**config.mk**
```make
export PLATFORM = sky130hd
export DESIGN_NAME = sdcard_ctrlmod
export DESIGN_NICKNAME = d
export VERILOG_FILES = /design/src/rtl/sdcard_pkg.sv /design/src/rtl/sdcard_ctrlmod_cmdbuild.sv /design/src/rtl/sdcard_ctrlmod.sv
export SDC_FILE = /design/constraint.sdc
export NUM_CORES = 1
export LEC_CHECK = 0
export CAP_MARGIN = 20
export CORE_MARGIN = 5
export CORE_UTILIZATION = 35
export CTS_BUF_LIST = sky130_fd_sc_hd__clkbuf_16
export DETAILED_ROUTE_END_ITERATION = 6
export DONT_BUFFER_PORTS = 1
export SLEW_MARGIN = 20
export SYNTH_ARGS = -nofsm -noshare
export SYNTH_HDL_FRONTEND = slang
export SYNTH_SLANG_ARGS = --single-unit
```
**constraint.sdc**
```tcl
create_clock -name CLOCK -period 2.4 [get_ports CLOCK]
set_input_delay 0.6 -clock CLOCK [delete_from_list [all_inputs] [get_ports CLOCK]]
set_output_delay 0.6 -clock CLOCK [all_outputs]
set_load 0.01 [all_outputs]
```
**src/rtl/sdcard_pkg.sv**
```systemverilog
// sdcard_pkg -- shared types and constants for the SD-card SPI sequencer.
//   state_t       : sequencer states
//   CMD_* / CRC_* : command-frame bytes
//   TOKEN / R1    : data tokens, response masks and expected R1 values
//   *_TRIES/POLLS : retry and poll limits, used when SDCARD_CTRL_TIMEOUT_EN is defined
package sdcard_pkg;

  typedef enum logic [3:0] {
    IDLE, PWRUP, CMD0, CMD1, CMD, GAP, TOKEN, DATA, CRC, RESP, BUSY, FINISH, DONE
  } state_t;

  localparam logic [7:0] CMD_GO_IDLE    = 8'h40;
  localparam logic [7:0] CMD_SEND_OP    = 8'h41;
  localparam logic [7:0] CMD_READ       = 8'h51;
  localparam logic [7:0] CMD_WRITE      = 8'h58;
  localparam logic [7:0] CRC_CMD0       = 8'h95;
  localparam logic [7:0] CRC_NONE       = 8'hFF;

  localparam logic [7:0] BYTE_IDLE      = 8'hFF;
  localparam logic [7:0] TOKEN_START    = 8'hFE;
  localparam logic [7:0] DATA_RESP_OK   = 8'h05;
  localparam logic [7:0] DATA_RESP_MASK = 8'h1F;
  localparam logic [7:0] R1_IDLE        = 8'h01;
  localparam logic [7:0] R1_READY       = 8'h00;
  localparam logic [7:0] BUSY_LOW       = 8'h00;

  localparam logic [3:0] PWRUP_BYTES    = 4'd10;

  localparam logic [15:0] CMD0_TRIES    = 16'd16;
  localparam logic [15:0] CMD1_TRIES    = 16'd4096;
  localparam logic [15:0] TOKEN_POLLS   = 16'd4096;
  localparam logic [15:0] BUSY_POLLS    = 16'd65535;

endpackage

```
**src/rtl/sdcard_ctrlmod_cmdbuild.sv**
```systemverilog
// sdcard_cmdbuild -- combinational assembly of the 48-bit command word
// {cmd, arg[31:0], crc} for the command-issuing states.
//   state    : current sequencer state
//   is_write : selects CMD24 over CMD17 in state CMD
//   addr     : sector byte address latched at call start
//   cmd_word : command word for the engine (zero outside command states)
module sdcard_cmdbuild
  import sdcard_pkg::*;
(
  input  state_t      state,
  input  logic        is_write,
  input  logic [31:0] addr,
  output logic [47:0] cmd_word
);

  always_comb begin
    case (state)
      CMD0:    cmd_word = {CMD_GO_IDLE, 32'h0, CRC_CMD0};
      CMD1:    cmd_word = {CMD_SEND_OP, 32'h0, CRC_NONE};
      CMD:     cmd_word = {(is_write ? CMD_WRITE : CMD_READ), addr, CRC_NONE};
      default: cmd_word = '0;
    endcase
  end

endmodule

```
**src/rtl/sdcard_ctrlmod.sv**
```systemverilog
// sdcard_ctrlmod -- sequencer for the SD-card SPI engine: card init and
// single 512-byte sector read/write.
//   CLOCK/RESET      : clock, asynchronous active-low reset
//   iCall/oDone/oErr : request {init,write,read}, completion pulse, error flag
//   iAddr            : sector byte address, sampled at call start
//   oBufAddr/oBufWr/oBufData/iBufData : 512x8 buffer port (1-cycle read latency)
//   SD_NCS           : card chip select, active low
//   oFuncCall/iFuncDone/oFuncAddr/oFuncData/iFuncData : engine handshake
// Optional feature macro: SDCARD_CTRL_TIMEOUT_EN bounds every retry/poll loop.
module sdcard_ctrlmod
  import sdcard_pkg::*;
(
  input  logic        CLOCK,
  input  logic        RESET,
  input  logic [2:0]  iCall,
  output logic        oDone,
  input  logic [31:0] iAddr,
  output logic        oErr,
  output logic [8:0]  oBufAddr,
  output logic        oBufWr,
  output logic [7:0]  oBufData,
  input  logic [7:0]  iBufData,
  output logic        SD_NCS,
  output logic [1:0]  oFuncCall,
  input  logic        iFuncDone,
  output logic [47:0] oFuncAddr,
  output logic [7:0]  oFuncData,
  input  logic [7:0]  iFuncData
);

  state_t      state_q, state_d;
  logic        ncs_q, ncs_d;
  logic [1:0]  call_q, call_d;
  logic [47:0] faddr_q, faddr_d;
  logic [7:0]  fdata_q, fdata_d;
  logic [8:0]  buf_addr_q, buf_addr_d;
  logic        buf_wr_q, buf_wr_d;
  logic [7:0]  buf_data_q, buf_data_d;
  logic        done_q, done_d;
  logic        err_q, err_d;
  logic [31:0] addr_q, addr_d;
  logic        wr_q, wr_d;
  logic [3:0]  pwr_q, pwr_d;
  logic        crc_q, crc_d;
  logic        sub_q, sub_d;   // CMD0/CMD1: 1 = spacer 8'hFF byte before retry
  logic [8:0]  idx_q, idx_d;   // data bytes completed, wraps 511->0

  logic [47:0] cmd_word;
  logic        done_evt;
  logic        timeout_hit;
  logic        req_cmd, req_byte;
  logic [7:0]  tx_byte;

  sdcard_cmdbuild u_cmdbuild (
    .state    (state_q),
    .is_write (wr_q),
    .addr     (addr_q),
    .cmd_word (cmd_word)
  );

  assign done_evt = iFuncDone && (call_q != 2'b00);

`ifdef SDCARD_CTRL_TIMEOUT_EN
  // Counts failed attempts in the current looping state; restarts on entry.
  logic [15:0] try_q, try_d;

  always_comb begin
    try_d = try_q;
    if (state_d != state_q)      try_d = '0;
    else if (done_evt && !sub_q) try_d = try_q + 16'd1;
  end

  always_comb begin
    case (state_q)
      CMD0:    timeout_hit = (try_q == CMD0_TRIES  - 16'd1);
      CMD1:    timeout_hit = (try_q == CMD1_TRIES  - 16'd1);
      TOKEN:   timeout_hit = (try_q == TOKEN_POLLS - 16'd1);
      BUSY:    timeout_hit = (try_q == BUSY_POLLS  - 16'd1);
      default: timeout_hit = 1'b0;
    endcase
  end

  always_ff @(posedge CLOCK or negedge RESET) begin
    if (!RESET) try_q <= '0;
    else        try_q <= try_d;
  end
`else
  assign timeout_hit = 1'b0;
`endif

  // What the current state asks of the engine.
  always_comb begin
    req_cmd  = 1'b0;
    req_byte = 1'b0;
    tx_byte  = BYTE_IDLE;
    case (state_q)
      PWRUP, GAP, CRC, RESP, BUSY, FINISH: req_byte = 1'b1;
      CMD0, CMD1: begin
        req_cmd  = !sub_q;
        req_byte = sub_q;
      end
      CMD:   req_cmd = 1'b1;
      TOKEN: begin
        req_byte = 1'b1;
        if (wr_q) tx_byte = TOKEN_START;
      end
      DATA: begin
        req_byte = 1'b1;
        if (wr_q) tx_byte = iBufData;
      end
      default: ;
    endcase
  end

  // NOTE: every output of this block gets a default first, so no path
  // leaves a variable unassigned and no latch is inferred.
  always_comb begin
    state_d    = state_q;
    ncs_d      = ncs_q;
    call_d     = call_q;
    faddr_d    = faddr_q;
    fdata_d    = fdata_q;
    buf_addr_d = buf_addr_q;
    buf_wr_d   = 1'b0;
    buf_data_d = buf_data_q;
    done_d     = 1'b0;
    err_d      = err_q;
    addr_d     = addr_q;
    wr_d       = wr_q;
    pwr_d      = pwr_q;
    crc_d      = crc_q;
    sub_d      = sub_q;
    idx_d      = idx_q;

    case (state_q)
      IDLE: if (iCall != 3'b000) begin
        addr_d     = iAddr;
        err_d      = 1'b0;
        pwr_d      = '0;
        idx_d      = '0;
        crc_d      = 1'b0;
        sub_d      = 1'b0;
        buf_addr_d = '0;
        if (iCall[2]) state_d = PWRUP;
        else begin
          wr_d    = iCall[1];
          state_d = CMD;
        end
      end
      DONE:    state_d = IDLE;
      default: ;
    endcase

    // Raising a call: only from a cycle with no call outstanding, which
    // yields exactly one idle cycle after each done edge.
    if (call_q == 2'b00 && (req_cmd || req_byte)) begin
      if (req_cmd) begin
        call_d  = 2'b10;
        faddr_d = cmd_word;
        if (state_q == CMD0 || state_q == CMD) ncs_d = 1'b0;
      end else begin
        call_d  = 2'b01;
        fdata_d = tx_byte;
      end
      // Pre-fetch the next write byte so it is on iBufData by the next raise.
      if (state_q == DATA && wr_q) buf_addr_d = idx_q + 9'd1;
    end

    if (done_evt) begin
      call_d = 2'b00;
      case (state_q)
        PWRUP: begin
          if (pwr_q == PWRUP_BYTES - 4'd1) state_d = CMD0;
          else                             pwr_d   = pwr_q + 4'd1;
        end
        CMD0: begin
          if (sub_q)                       sub_d   = 1'b0;
          else if (iFuncData == R1_IDLE)   state_d = CMD1;
          else if (timeout_hit) begin
            err_d   = 1'b1;
            state_d = FINISH;
          end else begin
            sub_d = 1'b1;
            ncs_d = 1'b1;
          end
        end
        CMD1: begin
          if (sub_q)                       sub_d   = 1'b0;
          else if (iFuncData == R1_READY)  state_d = FINISH;
          else if (timeout_hit) begin
            err_d   = 1'b1;
            state_d = FINISH;
          end else                         sub_d   = 1'b1;
        end
        CMD: begin
          if (iFuncData != R1_READY) begin
            err_d   = 1'b1;
            state_d = FINISH;
          end else state_d = wr_q ? GAP : TOKEN;
        end
        GAP: state_d = TOKEN;
        TOKEN: begin
          if (wr_q || iFuncData == TOKEN_START) state_d = DATA;
          else if (timeout_hit) begin
            err_d   = 1'b1;
            state_d = FINISH;
          end
        end
        DATA: begin
          idx_d = idx_q + 9'd1;
          if (!wr_q) begin
            buf_addr_d = idx_q;
            buf_data_d = iFuncData;
            buf_wr_d   = 1'b1;
          end
          if (idx_q == 9'd511) begin
            state_d = CRC;
            crc_d   = 1'b0;
          end
        end
        CRC: begin
          crc_d = ~crc_q;
          if (crc_q) state_d = wr_q ? RESP : FINISH;
        end
        RESP: begin
          if ((iFuncData & DATA_RESP_MASK) != DATA_RESP_OK) begin
            err_d   = 1'b1;
            state_d = FINISH;
          end else state_d = BUSY;
        end
        BUSY: begin
          if (iFuncData != BUSY_LOW) state_d = FINISH;
          else if (timeout_hit) begin
            err_d   = 1'b1;
            state_d = FINISH;
          end
        end
        FINISH: begin
          state_d = DONE;
          done_d  = 1'b1;
        end
        default: ;
      endcase
    end

    // Every route into FINISH releases the card before the trailing byte.
    if (state_d == FINISH && state_q != FINISH) begin
      ncs_d = 1'b1;
      sub_d = 1'b0;
    end
  end

  // NOTE: sequential state uses non-blocking assignments so every flop
  // samples pre-edge values regardless of process ordering.
  always_ff @(posedge CLOCK or negedge RESET) begin
    if (!RESET) begin
      state_q    <= IDLE;
      ncs_q      <= 1'b1;
      call_q     <= 2'b00;
      faddr_q    <= '0;
      fdata_q    <= BYTE_IDLE;
      buf_addr_q <= '0;
      buf_wr_q   <= 1'b0;
      buf_data_q <= '0;
      done_q     <= 1'b0;
      err_q      <= 1'b0;
      addr_q     <= '0;
      wr_q       <= 1'b0;
      pwr_q      <= '0;
      crc_q      <= 1'b0;
      sub_q      <= 1'b0;
      idx_q      <= '0;
    end else begin
      state_q    <= state_d;
      ncs_q      <= ncs_d;
      call_q     <= call_d;
      faddr_q    <= faddr_d;
      fdata_q    <= fdata_d;
      buf_addr_q <= buf_addr_d;
      buf_wr_q   <= buf_wr_d;
      buf_data_q <= buf_data_d;
      done_q     <= done_d;
      err_q      <= err_d;
      addr_q     <= addr_d;
      wr_q       <= wr_d;
      pwr_q      <= pwr_d;
      crc_q      <= crc_d;
      sub_q      <= sub_d;
      idx_q      <= idx_d;
    end
  end

  assign oDone     = done_q;
  assign oErr      = err_q;
  assign SD_NCS    = ncs_q;
  assign oFuncCall = call_q;
  assign oFuncAddr = faddr_q;
  assign oFuncData = fdata_q;
  assign oBufAddr  = buf_addr_q;
  assign oBufWr    = buf_wr_q;
  assign oBufData  = buf_data_q;

endmodule

```
==> summary.txt, run 1 <==
Failing checks = negative hold slack
Largest net degree at the start of global routing = 121
Worst Skew = 0.00888 ns
Post-Syn Area per Cell = 10.0 sq um
RSZ-0062 raised after global routing = no
Sw frac = 37.0%
Die Area = 18300 sq um
Final worst path period share = 96.0%
Post-synth cell types = 69
Area of the multi-input gates = 2210 sq um
Internal power = 5.07 mW
Vias in the first global route = 4246
Htree depth = 4
Starting Density = 35.8%
Peak supply drop = 0.563 mV
Synth Cell Area = 5490 sq um
Post-synth top area share = 50.6%
Register area share after synthesis = 54.9%
Nets = 615
DRT Pass-1 Iters = 4
CTS tree = done
Hold crit path type = primary input to async pin
Top cells by area, synth = dfrtp_1 (51%), nand2_1 (9.3%), a22o_1 (5.7%), dfstp_2 (4.3%), o21ai_0 (2.5%)
Worst path max stage delay = 0.38 ns
Area leader, netlist = dfrtp_1
Drt drc = 0
Worst Setup End Kind = flip-flop
Cell count after placement = 749
CTS max path bufs = 2
Ys flop type = dfrtp_1
Clk Latency, worst-skew pair = 0.42 ns
Slew headroom = 57.4%
Inserted Diodes = 0
Leak = 2.96 nW
Global route overflow = 0
Flops & latches, synth = 120
DR WL/cell = 18.3 um
Final instance area = 6310 sq um
Iteration-0 DRC Markers = 180
Worst-Margin Slew = 0.637 ns
Die width = 135 um
Port Buffers = 0
CP dominant cell by count = and3_1
Worst Path Required = 2.73 ns
Worst EP arrival = 2.64 ns
Count leader, synth = nand2_1
Combinational power share = 27.4%
Total CTS buffers = 17
Die Ht = 135 um
Crit path launch type = flip-flop
Ys Warns = 0
Placed inst area = 5760 sq um
Family with the most delay on the worst path = simple AND/OR/NAND/NOR gates
Antenna-violating nets left = 0
Root buffer cell = clkbuf_16
Total core area = 15300 sq um
CP max FO = 3
Post-synth EDFFs = 0
Mapped Cells = 547
Minimum clock period = 2.30 ns
Switching power total = 2.98 mW
GP Congestion = 0.859
Layout cells sized above 1 = 15.3%
Fin. max-slew vios = 0
Detailed-placement wirelength estimate = 9930 um
Post-CTS Setup Bufs = 0
PD cells = 1270 nW/um^2
First-pass GRT wire length = 22900 um
Final Non-Filler Cells = 781
Status = finished, violations left
Top Ports = 133
Buf/Inv on CP = 0
Final TNS setup = 0 ns
CTS Sinks = 120
Max-cap violations = 0
Worst-path clk slew = 0.06 ns
Part of the power in registers = 43.7%
Critical Path, Cell by Cell = ha_1 > and3_1 > and3_4 > and3_1 > ha_2 > and3_1 > a311oi_2 > a221o_1 > nor4_2 > or2_1
CP max-delay cell = dfrtp_1
WS Path Type = flip-flop to flip-flop
Area occupied by registers = 3020 sq um
Detailed Route WL = 14300 um
Routed via count = 4114
Most frequent cells after synthesis = nand2_1 (136), dfrtp_1 (111), a22o_1 (36), nor2_1 (31), o21ai_0 (27)
# fillers = 1520
Clk pwr share = 28.9%
GRT Total Usage = 16.0%
Final hold vios = 111
Hold Slack = -0.124 ns
Post-synth ARST share = 100%
Fmax achieved = 0.434 GHz
Vias/cell = 5.27
Antenna violations before repair = 0
Area Growth Syn to Fin = 15.0%
Row cnt = 45
Setup-failing EPs final = 0
power groups by stage:
stage | logic, mW | registers, mW | clock network (mW)
final | 2.21 | 3.52 | 2.32
after global routing | 2.46 | 3.61 | 2.49
after CTS | 2.23 | 3.53 | 2.38
after detailed placement | 2.22 | 3.55 | 0
after global placement | 2.16 | 3.54 | 0
after floorplan | 1.89 | 3.28 | 0
final timing paths:
check | slack (ns) | endpoint | cells after the start | startpoint
max in group asynchronous | 2.25 | SD_NCS | 0 | RESET
worst max register to register | 0.1 | SD_NCS | 10 | idx_q[0]
min in group CLOCK | 0.29 | addr_q[20] | 2 | iAddr[20]
worst min register to register | 0.47 | addr_q[0] | 2 | addr_q[0]
worst min-delay path | -0.12 | oBufAddr[1] | 0 | RESET
worst max-delay path | 0.1 | SD_NCS | 10 | idx_q[0]
final cells by class:
type | count | share of cell area, %
Tap cell | 211 | 4.18
Inverter | 8 | 0.476
Timing Repair Buffer | 31 | 4.08
Multi-Input combinational cell | 379 | 34.9
Clock inverter | 15 | 1.82
Sequential cell | 120 | 47.8
Clock buffer | 17 | 6.74
metrics by stage:
stage,utilization (%),power [mW],setup slack (ns)
4_1_cts,41.2,8.14,0.000954
2_1_floorplan,-,5.17,0.0213
5_1_grt,41.2,8.56,0.0142
3_3_place_gp,37.6,5.70,0.0460
3_5_place_dp,37.6,5.78,0.0355
6_report,41.2,8.05,0.0972
cells by family after synthesis:
kind of cell	count (synthesis)	share of synthesized area, %
adder cells (fa/ha/maj)	4	0.912
other	1	0.0683
AO/OA/AOI/OAI	134	18.2
buffers and inverters	51	5.59
flip-flops	120	54.9
AND/OR/NAND/NOR	235	20.0
XOR/XNOR	2	0.319
sequential cells by signal, indices dropped and copies added (netlist names), 2 cells and up:
name       count
idx_q          9
oFuncCall      2
pwr_q          4
oBufAddr       9
oFuncData      8
oBufData       8
oFuncAddr     37
addr_q        32
state_q        4
placed cells by master, fill, tap and decap left out, types with 3 or more instances in the layout:
cell type / Yosys / final
clkinvlp_4: 0 / 4
dfstp_2: 9 / 9
nand2_1: 136 / 136
nand2b_1: 3 / 3
nor3_1: 10 / 10
conb_1: 1 / 4
inv_1: 8 / 11
o21ai_0: 27 / 27
ha_1: 4 / 3
nand4_1: 3 / 3
clkbuf_16: 0 / 17
o22a_1: 7 / 7
and3_1: 10 / 9
dfrtp_1: 111 / 110
nor3b_1: 3 / 3
buf_4: 13 / 29
o31ai_1: 8 / 7
nand3_1: 13 / 13
o211ai_1: 5 / 5
a31oi_1: 3 / 3
a21oi_1: 20 / 20
nor2_1: 31 / 31
a21o_1: 3 / 3
a22o_1: 36 / 36
what timing repair did:
action                                  4_1_cts  5_1_grt
endpoints found under the hold margin       111      111
endpoints found under the setup margin        0        5
gates resized for setup                       0        3
worst register-to-register path, cell delays in order, from the launching register on:
cell and delay, ns:
dfrtp_1 0.38, ha_1 0.21, and3_1 0.19, and3_4 0.18, and3_1 0.18, ha_2 0.19
and3_1 0.16, a311oi_2 0.22, a221o_1 0.22, nor4_2 0.05, or2_1 0.23
layer usage:
| metal | share of wire, % | GRT usage, % |
|---|---|---|
| met1 | 41 | 19.1 |
| met3 | 7.0 | 5.83 |
| met4 | 1.5 | 5.54 |
| met5 | 0 | 0 |
| met2 | 51 | 26.7 |
Note: power is estimated with default switching activity, not from simulation.
==> run 2: changes to the inputs <==
GPL_TIMING_DRIVEN = 0   (was not set)
clock period = 1.9 ns   (was 2.4 ns; I/O delays follow)
==> summary.txt, run 2 (synthesis gave the netlist of run 1 again) <==
Area Growth Syn to Fin = 21.2%
Die width = 135 um
R2r setup slk = -0.34 ns
DR WL/cell = 18.3 um
Row cnt = 45
Inserted Diodes = 0
CTS Sinks = 120
Worst EP arrival = 2.58 ns
PD cells = 1630 nW/um^2
Antenna violations before repair = 0
Global route overflow = 0
GP Congestion = 0.932
Worst-Margin Slew = 0.601 ns
Worst Setup End Kind = flip-flop
Final hold vios = 119
First-pass GRT wire length = 23200 um
DRT Pass-1 Iters = 5
Failing checks = negative hold slack, negative setup slack
Crit path launch type = flip-flop
CTS tree = done
Drt drc = 0
Root buffer cell = clkbuf_16
Largest register FFs = 37
Clk Latency, worst-skew pair = 0.41 ns
Peak supply drop = 0.671 mV
Htree depth = 4
Cell count after placement = 761
Pre-CTS WS = -0.501 ns
Total CTS buffers = 17
Most frequent cells in the layout = nand2_1 (135), dfrtp_1 (108), a22o_1 (36)
Reg-to-reg startpoint = idx_q[0]
Total core area = 15300 sq um
Vias in the first global route = 4254
Starting Density = 35.8%
Hold crit path type = primary input to async pin
Die Area = 18300 sq um
Setup slack after layout = -0.336 ns
Fin. max-slew vios = 0
Minimum clock period = 2.24 ns
CP max FO = 3
Leak = 3.11 nW
WS Path Type = flip-flop to flip-flop
Worst Path Required = 2.24 ns
Most common cell after layout, fill and taps aside = nand2_1
Fmax achieved = 0.447 GHz
Worst-path clk slew = 0.06 ns
Final worst path period share = 118%
Port Buffers = 0
Nets = 644
Die Ht = 135 um
Setup-failing EPs final = 5
# fillers = 1473
RSZ-0062 raised after global routing = yes
Detailed Route WL = 14800 um
Hold Slack = -0.237 ns
Routed via count = 4258
Antenna-violating nets left = 0
GRT Total Usage = 16.1%
Iteration-0 DRC Markers = 251
Status = finished, violations left
CTS max path bufs = 2
FF-to-FF path depth = 11
Layout cells sized above 1 = 22.9%
Detailed-placement wirelength estimate = 10100 um
Final Non-Filler Cells = 810
Max-cap violations = 0
Reg2Reg Capture Point = SD_NCS
Largest net degree at the start of global routing = 121
Slew headroom = 59.7%
Top Ports = 133
Worst Skew = 0.0148 ns
Vias/cell = 5.26
[run 2: worst max-delay path by stage]
stage / slack (ns) / endpoint / start
after floorplan: -0.27 / SD_NCS / idx_q[0]
after global placement: -0.51 / SD_NCS / idx_q[0]
after detailed placement: -0.50 / sub_q / idx_q[0]
after CTS: -0.36 / sub_q / idx_q[0]
after global routing: -0.42 / SD_NCS / idx_q[1]
final: -0.34 / SD_NCS / idx_q[0]
[run 2: timing repair]
item / in CTS / in global routing
hold endpoints to repair: 120 / 120
pin swaps: 6 / 3
cloned: 0 / 1
setup buffers: 9 / 9
setup endpoints to repair: 106 / 76
resized for setup: 27 / 29
[run 2: through the flow]
stage / cell area, sq um / TNS, ns / power (mW) / hold slack [ns] / utilization (%)
after floorplan: 5550 / -0.532 / 6.55 / 0.179 / -
after CTS: 6510 / -0.854 / 10.7 / -0.263 / 42.5
after global routing: 6650 / -1.46 / 11.5 / -0.268 / 43.4
after global placement: 5810 / -16.76 / 7.36 / 0.182 / 38.0
final: 6650 / -1.00 / 10.9 / -0.237 / 43.4
after detailed placement: 5810 / -18.03 / 7.42 / 0.181 / 38.0
[run 2: cell type report]
class / count / area (sq um) / share of cell area [%]
inverters: 8 / 30.0 / 0.451
clock buffers: 17 / 425 / 6.39
clock inverters: 15 / 150 / 2.26
flip-flops and latches: 120 / 3020 / 45.4
well taps: 211 / 264 / 3.97
plain buffers: 41 / 305 / 4.59
repair buffers: 19 / 140 / 2.11
multi-input cells: 379 / 2320 / 34.9
[run 2: critical path, cell delays in order (launching register included)]
cell and delay (ns):
dfrtp_2 0.42, ha_4 0.17, and3_4 0.17, and3_4 0.18
and3_4 0.19, ha_4 0.16, nand2_2 0.06, nand3_2 0.07
o2111a_1 0.15, a221oi_4 0.30, nor4_4 0.09, or2_1 0.21
[run 2: power by group]
group | leakage, nW | internal [mW] | switching [mW]
Sequential | 1.55 | 3.45 | 0.892
Combinational | 1.28 | 1.48 | 1.93
Clock | 0.281 | 1.93 | 1.20
Total | 3.11 | 6.86 | 4.01
[run 2: routing by layer]
| layer | vias to the layer above | wire [um] | global-route usage (%) |
|---|---|---|---|
| met4 | 0 | 323 | 6.44 |
| met2 | 150 | 7160 | 25.2 |
| li1 | 1992 | - | - |
| met3 | 24 | 918 | 4.72 |
| met1 | 2092 | 6400 | 21.2 |
| met5 | - | 0 | 0 |
